<file path="config.mk">
export PLATFORM = sky130hd
export DESIGN_NAME = muldiv_unit
export DESIGN_NICKNAME = d
export VERILOG_FILES = /design/src/rtl/muldiv_pkg.sv /design/src/rtl/abs_neg32.sv /design/src/rtl/muldiv_unit.sv
export SDC_FILE = /design/constraint.sdc
export NUM_CORES = 1
export LEC_CHECK = 0
export ABC_CLOCK_PERIOD_IN_PS = 9570
export CORE_MARGIN = 2
export CORE_UTILIZATION = 60
export DETAILED_ROUTE_END_ITERATION = 12
export GPL_TIMING_DRIVEN = 0
export PLACE_DENSITY = 0.83
export SYNTH_ARGS = -nofsm -noshare
export SYNTH_HDL_FRONTEND = slang
export SYNTH_SLANG_ARGS = --single-unit
export TNS_END_PERCENT = 30
</file>
<file path="constraint.sdc">
create_clock -name clk -period 9.57 [get_ports clk]
set_input_delay 1.914 -clock clk [delete_from_list [all_inputs] [get_ports clk]]
set_output_delay 1.914 -clock clk [all_outputs]
set_load 0.005 [all_outputs]
</file>
<file path="src/rtl/muldiv_pkg.sv">
// muldiv_pkg: shared state encoding, op codes and iteration constants for muldiv_unit
package muldiv_pkg;
    typedef enum logic [1:0] {S_IDLE, S_RUN, S_DONE} state_t;
    localparam logic OP_MULT = 1'b0;
    localparam logic OP_DIV = 1'b1;
    localparam int ITER = 32;
    localparam int CNT_W = 5;
    localparam logic [CNT_W-1:0] CNT_LOAD = CNT_W'(ITER - 1);
endpackage

</file>
<file path="src/rtl/abs_neg32.sv">
// abs_neg32: conditional two's-complement negation (in_i: value, neg_i: negate, out_o: result)
module abs_neg32 (
    input  logic [31:0] in_i,
    input  logic        neg_i,
    output logic [31:0] out_o
);
    assign out_o = neg_i ? (~in_i + 32'd1) : in_i;
endmodule

</file>
<file path="src/rtl/muldiv_unit.sv">
// muldiv_unit: sequential signed 32x32 multiply / 32/32 divide, one bit per cycle
// Ports: clk, reset (async, active-high); start/op/a/b request inputs;
//        hi/lo result, done pulse, busy while not idle, div_zero flag.
module muldiv_unit
    import muldiv_pkg::*;
(
    input  logic        clk,
    input  logic        reset,
    input  logic        start,
    input  logic        op,
    input  logic [31:0] a,
    input  logic [31:0] b,
    output logic [31:0] hi,
    output logic [31:0] lo,
    output logic        done,
    output logic        busy,
    output logic        div_zero
);
    state_t           state_q, state_d;
    logic [CNT_W-1:0] cnt_q, cnt_d;
    logic             op_q, op_d, neg_res_q, neg_res_d, neg_rem_q, neg_rem_d, dz_q, dz_d;
    logic [31:0]      mag_q, mag_d, rem_q, rem_d, hi_q, hi_d, lo_q, lo_d;
    logic [63:0]      acc_q, acc_d, step_acc;
    logic [31:0]      abs_a, abs_b, fix_lo, fix_hi, sub, step_rem;
    logic [32:0]      msum, shifted;
    logic             ge, is_dz;
    // MULT: acc = {partial hi, multiplier}; add magnitude on LSB, shift right with carry.
    assign msum = {1'b0, acc_q[63:32]} + {1'b0, acc_q[0] ? mag_q : 32'd0};
    // DIV: acc[31:0] shifts dividend out and quotient in; remainder < |b| <= 2^31,
    // so a 32-bit difference is exact whenever the trial subtraction succeeds.
    assign shifted = {rem_q, acc_q[31]};
    assign ge = shifted[32] | (shifted[31:0] >= mag_q);
    assign sub = shifted[31:0] - mag_q;
    assign step_rem = ge ? sub : shifted[31:0];
    assign step_acc = (op_q == OP_DIV) ? {acc_q[63:32], acc_q[30:0], ge} : {msum, acc_q[31:1]};
    assign is_dz = (op == OP_DIV) && (b == '0);
    abs_neg32 u_abs_a (.in_i(a), .neg_i(a[31]), .out_o(abs_a));
    abs_neg32 u_abs_b (.in_i(b), .neg_i(b[31]), .out_o(abs_b));
    abs_neg32 u_fix_lo (.in_i(step_acc[31:0]), .neg_i(neg_res_q), .out_o(fix_lo));
    abs_neg32 u_fix_hi (
        .in_i (op_q == OP_DIV ? step_rem : step_acc[63:32]),
        .neg_i(op_q == OP_DIV ? neg_rem_q : neg_res_q),
        .out_o(fix_hi)
    );
    always_comb begin
        state_d   = state_q;
        cnt_d     = cnt_q;
        op_d      = op_q;
        neg_res_d = neg_res_q;
        neg_rem_d = neg_rem_q;
        dz_d      = dz_q;
        mag_d     = mag_q;
        rem_d     = rem_q;
        acc_d     = acc_q;
        hi_d      = hi_q;
        lo_d      = lo_q;
        case (state_q)
            S_IDLE: if (start) begin
                op_d      = op;
                neg_res_d = a[31] ^ b[31];
                neg_rem_d = a[31];
                mag_d     = (op == OP_DIV) ? abs_b : abs_a;
                acc_d     = {32'd0, (op == OP_DIV) ? abs_a : abs_b};
                rem_d     = '0;
                cnt_d     = CNT_LOAD;
                dz_d      = is_dz;
                state_d   = is_dz ? S_DONE : S_RUN;
            end
            S_RUN: begin
                acc_d = step_acc;
                rem_d = step_rem;
                cnt_d = cnt_q - 1'b1;
                if (cnt_q == '0) begin
                    state_d = S_DONE;
                    lo_d    = fix_lo;
                    // 64-bit negate: upper word borrows unless the low word is zero
                    hi_d    = fix_hi - {31'd0, (op_q == OP_MULT) && neg_res_q && (step_acc[31:0] != '0)};
                end
            end
            S_DONE: state_d = S_IDLE;
            default: state_d = S_IDLE;
        endcase
    end
    always_ff @(posedge clk or posedge reset) begin
        if (reset) begin
            state_q   <= S_IDLE;
            cnt_q     <= '0;
            op_q      <= 1'b0;
            neg_res_q <= 1'b0;
            neg_rem_q <= 1'b0;
            dz_q      <= 1'b0;
            mag_q     <= '0;
            rem_q     <= '0;
            acc_q     <= '0;
            hi_q      <= '0;
            lo_q      <= '0;
        end else begin
            state_q   <= state_d;
            cnt_q     <= cnt_d;
            op_q      <= op_d;
            neg_res_q <= neg_res_d;
            neg_rem_q <= neg_rem_d;
            dz_q      <= dz_d;
            mag_q     <= mag_d;
            rem_q     <= rem_d;
            acc_q     <= acc_d;
            hi_q      <= hi_d;
            lo_q      <= lo_d;
        end
    end
    assign hi       = hi_q;
    assign lo       = lo_q;
    assign done     = (state_q == S_DONE);
    assign busy     = (state_q != S_IDLE);
    assign div_zero = dz_q;
endmodule

</file>
Word-level counts from Yosys, hierarchy flattened
Index checks and enable logic that the tools add are counted.

Memories: 0. Input bits: 68. Flip-flop bits (word level): 203. ROM bits: 0. Bits in writable memories: 0. Output and inout port bits: 67. Bits in latches: 0. Word-level logic and storage cells: 65.

Equality and inequality tests: 4. Multiply operators: 0. Shift operators: 0. Reductions and logical operators: 13. Bitwise gates (word level): 7. Add/sub/neg operators: 8. $lt $le $gt $ge: 1. Muxes and demuxes: 21. Divide/modulo/power cells: 0.

Operators by type and width (number): two-way mux 32 bit (10); adder 32 x 1 -> 32 bit, second input constant (4); two-way mux 64 bit (2); NOT 32 bit (4); case mux 64 bit (2 select lines) (1); case mux 32 bit (2 select lines) (1); adder 32 x 32 -> 33 bit (1); >= comparator 32 bit (1); zero test 32 bit (1); nonzero test 32 bit (1); subtractor 32 x 1 -> 32 bit (1); subtractor 32 bit (1); case mux 5 bit (2 select lines) (1); AND reduction 2 bit (4); two-way mux 2 bit (3); zero test 5 bit (1); two-way mux 5 bit (1); subtractor 5 x 1 -> 5 bit, second input constant (1); != test 2 bit, second input constant (2); case mux 2 bit (2 select lines) (1); nonzero test 2 bit (2); logical AND 1 bit (3); == test 2 x 1 -> 1 bit, second input constant (1); == test 2 bit, second input constant (1); 5 further kinds (5).

Logic depth before layout (Yosys ltp)
Depth after elaboration: 8. Mapped depth: 29. Gate-level depth less buffers: 27.

By module
Synthesis repeated with hierarchy kept, for this count alone.

Cell total of the unflattened synthesis: 2002. Area total of the unflattened synthesis: 17201.5 µm².

By module, submodules not included: muldiv_unit (times used 1, area each 14093.5 µm², cells an instance 1606, sequential area each 5079.9 µm²); abs_neg32 (times used 4, area each 777.0 µm², cells an instance 99, sequential area each 0.0 µm²).

Least setup slack after synthesis
Ideal clock, no wire load.

Path kind: register to register. Start: reg op_q. End: reg hi_q[18], in the netlist hi[18]. Setup time: 0.134 ns. Path buffers: 9. Period minus slack after synthesis: 5.835 ns. Arrival: 5.701 ns. Path slack: 3.735 ns. Required time: 9.436 ns. Cell stages (with the launch flop): 27. Path through: dfrtp_1 > clkbuf_1 > clkbuf_1 > buf_1 > buf_1 > buf_1 > clkbuf_1 > buf_2 > buf_1 > o21ai_0 > ha_1 > nand4_1 > inv_1 > nand2_1 > nor2_1 > nand2_1 > nor3_1 > nor2_1 > ha_1 > ha_1 > o211a_1 > or3b_1 > clkbuf_1 > nor2_2 > o21ai_0 > xnor2_1 > o21ai_0.

Cells in the longest elaborated chain, start to end: 6. Elaborated cells between the ends (all ways): 11. Those cells by class: add/sub (2); mux (4); bitwise (2); reduce/logical (3).

RTL lines: from (decl) (line muldiv_unit.sv:21) `logic op_q, op_d, neg_res_q, neg_res_d, neg_rem_q, neg_rem_d, dz_q, dz_d;`; from (signal assigned) (line muldiv_unit.sv:100) `op_q <= op_d;`; two-way mux 64 bit (line muldiv_unit.sv:35) `assign step_acc = (op_q == OP_DIV) ? {acc_q[63:32], acc_q[30:0], ge} : {msum, acc_q[31:1]};`; two-way mux 32 bit (line muldiv_unit.sv:41) `.in_i (op_q == OP_DIV ? step_rem : step_acc[63:32]),`; NOT 32 bit (line abs_neg32.sv:7) `assign out_o = neg_i ? (~in_i + 32'd1) : in_i;`; adder 32 x 1 -> 32 bit (line abs_neg32.sv:7); two-way mux 32 bit (line abs_neg32.sv:7); subtractor 32 x 1 -> 32 bit * (line muldiv_unit.sv:77) `hi_d = fix_hi - {31'd0, (op_q == OP_MULT) && neg_res_q && (step_acc[31:0] != '0)};`; to (signal assigned) (line muldiv_unit.sv:107) `hi_q <= hi_d;`; to (decl) (line muldiv_unit.sv:22) `logic [31:0] mag_q, mag_d, rem_q, rem_d, hi_q, hi_d, lo_q, lo_d;`.

Every way passes the cells marked *; elsewhere a longest branch is shown, timed or not. A chain may end at the register's enable or synchronous reset.

Worst setup path after layout
Start: reg op_q. End: reg hi_q[22], in the netlist hi[22].

Same word-level chain as after synthesis.

==> flow_summary.yaml <==
routing:
  antenna_left: 0
  avgViaCountPerCell: 6.840
  wirelength_mm: 68.67
  wire_per_inst_um: 23.38
  first_pass_iters: 5
  num_vias: 20090
  route.detailed.drc: 0
  drt_iter0_markers: 2289
synth:
  synth_top_area_cell: "dfrtp_1"
  synth_area_leaders: "dfrtp_1 (28%), o21ai_0 (7.3%), nand2_1 (6.6%), xnor2_1 (5.6%), ha_1 (4.9%)"
  ys_seq_area_share_pct: 27.83
  post_synth.cell_area_avg_sq_um: 7.694
  syn_nets: 2514
  synth-seq-cells: 203
  synth_area_sq_um: 18250
  synth-main-ff-cell: "dfrtp_1"
  yosysWarnings: 0
  netlist-cell-type-count: 97
  synth_top_area_share_pct: 27.83
  synthCells: 2372
  async_flop_share_pct: 100.0
  synth_edf_count: 0
grt:
  grt_start_max_net_pins: 131
  grt_pass1_wl_mm: 105.5
  grt_overflow: 0
  grt_usage_pct: 42.80
  grt_pass1_vias: 18833
  grt_antenna_before_repair: 1
finish:
  drive_above_1_share_pct: 5.300
  syn_to_final_growth_pct: 14.71
  nFillCells: 2522
  fin_area_sq_um: 20940
  fin_util_pct: 70.27
  final_nets: 2674
  diodes: 0
clocking:
  cts_tree: "built"
  clock_sinks: 203
  ctsHoldBuffers: 0
  cts_buffers: 25
  post_cts_resized: 0
  max-clock-path-buffers: 3
  clk_latency_ns: 0.55
  root_buffer: "clkbuf_16"
  cts-htree-levels: 1
  post_cts_buffers: 0
  path_clk_slew_ns: 0.06
setup_path:
  r2r-end: "hi[22]"
  end_kind: "flip-flop"
  reg2reg_slack_ns: 0.38
  critPathArrivalTime_ns: 9.63
  cp-startpoint: "op_q"
  r2r_start: "op_q"
  critPathLaunchType: "flip-flop"
  path_class: "reg2reg"
  required_ns: 10.02
  crit_fanout: 10
  rr_worst_depth: 26
power:
  power.total_uw: 9134
  p_leak_uw: 0.008613
  power_density_nw_per_um2: 436.3
  ir_drop_uv: 192.3
timing:
  min_period_over_period_pct: 95.99
  finalHoldViolations: 0
  maxSlewHeadroom_pct: 20.10
  drv_slew: 0
  finalSetupViolCount: 0
  skew_ns: 0.01528
  grt_setup_unrepaired: "false"
  worst_pin_slew_ns: 1.191
  worst_slack_ns: 0.3841
  finalCriticalPeriod_ns: 9.186
  fmax_ghz: 0.1089
floorplan:
  die_w_um: 178.4
  die_h_um: 178.4
  start_util_pct: 61.25
  num_rows: 63
  ios: 135
  core_area_sq_um: 29800
  dieArea_sq_um: 31830
placed_design:
  placed_area_sq_um: 20100
  place_ws_ns: 0.8424
  io_buffers: 132
  gp_congestion: 1.057
  dpl.hpwl_mm: 53.14
hold_path:
  hp-start: "hi[7]"
  holdPathStages: 2
  hp-class: "reg2reg"
  whs_endpoint: "hi[7]"
run:
  cap_violations: 0
status:
  status: "finished clean"
## metrics by stage
| step | hold WS [ns] | std cells | setup TNS (ns) |
|---|---|---|---|
| 3_5_place_dp | 0.4618 | 2895 | 0 |
| 4_1_cts | 0.4748 | 2937 | 0 |
| 2_1_floorplan | 0.4453 | 2372 | 0 |
| 6_report | 0.4684 | 2937 | 0 |
| 3_3_place_gp | 0.4533 | 2894 | -117.12 |
| 5_1_grt | 0.4953 | 2937 | 0 |
## Yosys cell counts, types with 9 or more instances
master and instances:
or3_1 26, o31a_1 9, o41ai_1 10, o21ai_0 267, o21a_1 25, a31oi_1 27
buf_2 25, or2_2 12, nor3_1 46, or4_1 18, xnor2_1 117, o211ai_1 24
xor2_1 51, o31ai_1 33, ha_1 72, o21ai_1 19, a21oi_1 171, nand3_1 52
nand2b_1 13, o211a_1 9, nor2_1 165, inv_1 72, a211oi_1 25, o22ai_1 39
nor4_1 22, nor2b_1 11, and3_1 18, a22o_1 24, dfrtp_1 203, clkbuf_1 107
mux2i_1 49, a21o_1 39, a41oi_1 9, nand4_1 31, nand2_1 322, and2_1 40
## final cells by class
class / count / area, sq um / area share [%]
plain buffers: 149 / 650.6 / 3.108
clock buffers: 35 / 723.2 / 3.454
clock inverters: 7 / 117.6 / 0.5618
multi-input cells: 1945 / 12240 / 58.46
repair buffers: 133 / 1349 / 6.442
inverters: 75 / 289.0 / 1.381
well taps: 390 / 488.0 / 2.331
flip-flops and latches: 203 / 5080 / 24.26
## registers in the layout, summed over array words and instances (netlist names)
register   flops
acc_q         64
cnt_q          5
div_zero       1
hi            32
lo            32
mag_q         32
neg_rem_q      1
neg_res_q      1
op_q           1
rem_q         32
state_q        2
## where the power goes
| part | switching, uW | leakage, uW | internal (uW) | total [uW] |
|---|---|---|---|---|
| sequential | 335 | 0.00252 | 1160 | 1500 |
| clock | 402 | 0.000415 | 603 | 1010 |
| combinational | 4340 | 0.00567 | 2290 | 6630 |
## placed cells by master, fill, tap and decap left out, types with 26 or more instances in the layout
cell type / instances
o22ai_1: 39
and2_1: 40
o21ai_0: 267
a31oi_1: 27
a21o_1: 39
xor2_1: 51
ha_1: 72
clkbuf_1: 111
mux2i_1: 49
nand2_1: 322
o31ai_1: 33
a21oi_1: 171
clkdlybuf4s50_1: 132
or3_1: 26
inv_1: 71
nor3_1: 46
nand3_1: 52
nor2_1: 165
nand4_1: 31
xnor2_1: 117
dfrtp_1: 203
## logic make-up (layout without fill, tap and decap cells)
kind of cell	Yosys count	count (layout)	share of synthesized area, %
AND/OR/NAND/NOR	822	822	21.94
multiplexers	56	56	3.119
flip-flops	203	203	27.83
adder cells (fa/ha/maj)	74	74	5.155
buffers and inverters	224	399	5.107
XOR/XNOR	168	168	8.062
AO/OA/AOI/OAI	825	825	28.78
## worst max path at each step
stage / endpoint / slack [ns]
after global routing: hi[28] / 0.23
after CTS: hi[22] / 0.78
after global placement: mag_q[9] / -0.61
final: hi[22] / 0.38
after floorplan: acc_q[0] / 2.12
after detailed placement: hi[18] / 0.84
## worst max-delay path, stage by stage, from the launching register on
cell and delay [ns]:
dfrtp_1 0.37, clkbuf_1 0.45, clkbuf_1 0.58, buf_1 0.62, buf_1 0.73, buf_1 0.70, clkbuf_1 0.66, buf_2 0.43
buf_1 0.69, o21ai_0 0.41, ha_1 0.36, nand4_1 0.12, inv_1 0.06, nand2_1 0.18, nor2_1 0.10, nand2_1 0.17
nor3_1 0.14, nor2_1 0.20, ha_1 0.22, ha_1 0.22, o211a_1 0.23, or3b_1 0.35, clkbuf_1 0.19, nor2_2 0.34
nand3b_1 0.15, xor2_1 0.17, o21ai_0 0.23
## metal layers
metal	GRT usage [%]	routed length (um)	vias to the layer above
met5	0	0	-
met1	54.39	26140	9514
met3	7.758	6827	290
met2	67.15	30460	1279
li1	-	-	9007
met4	27.13	5235	0
Note: power is estimated with default switching activity, not from simulation.
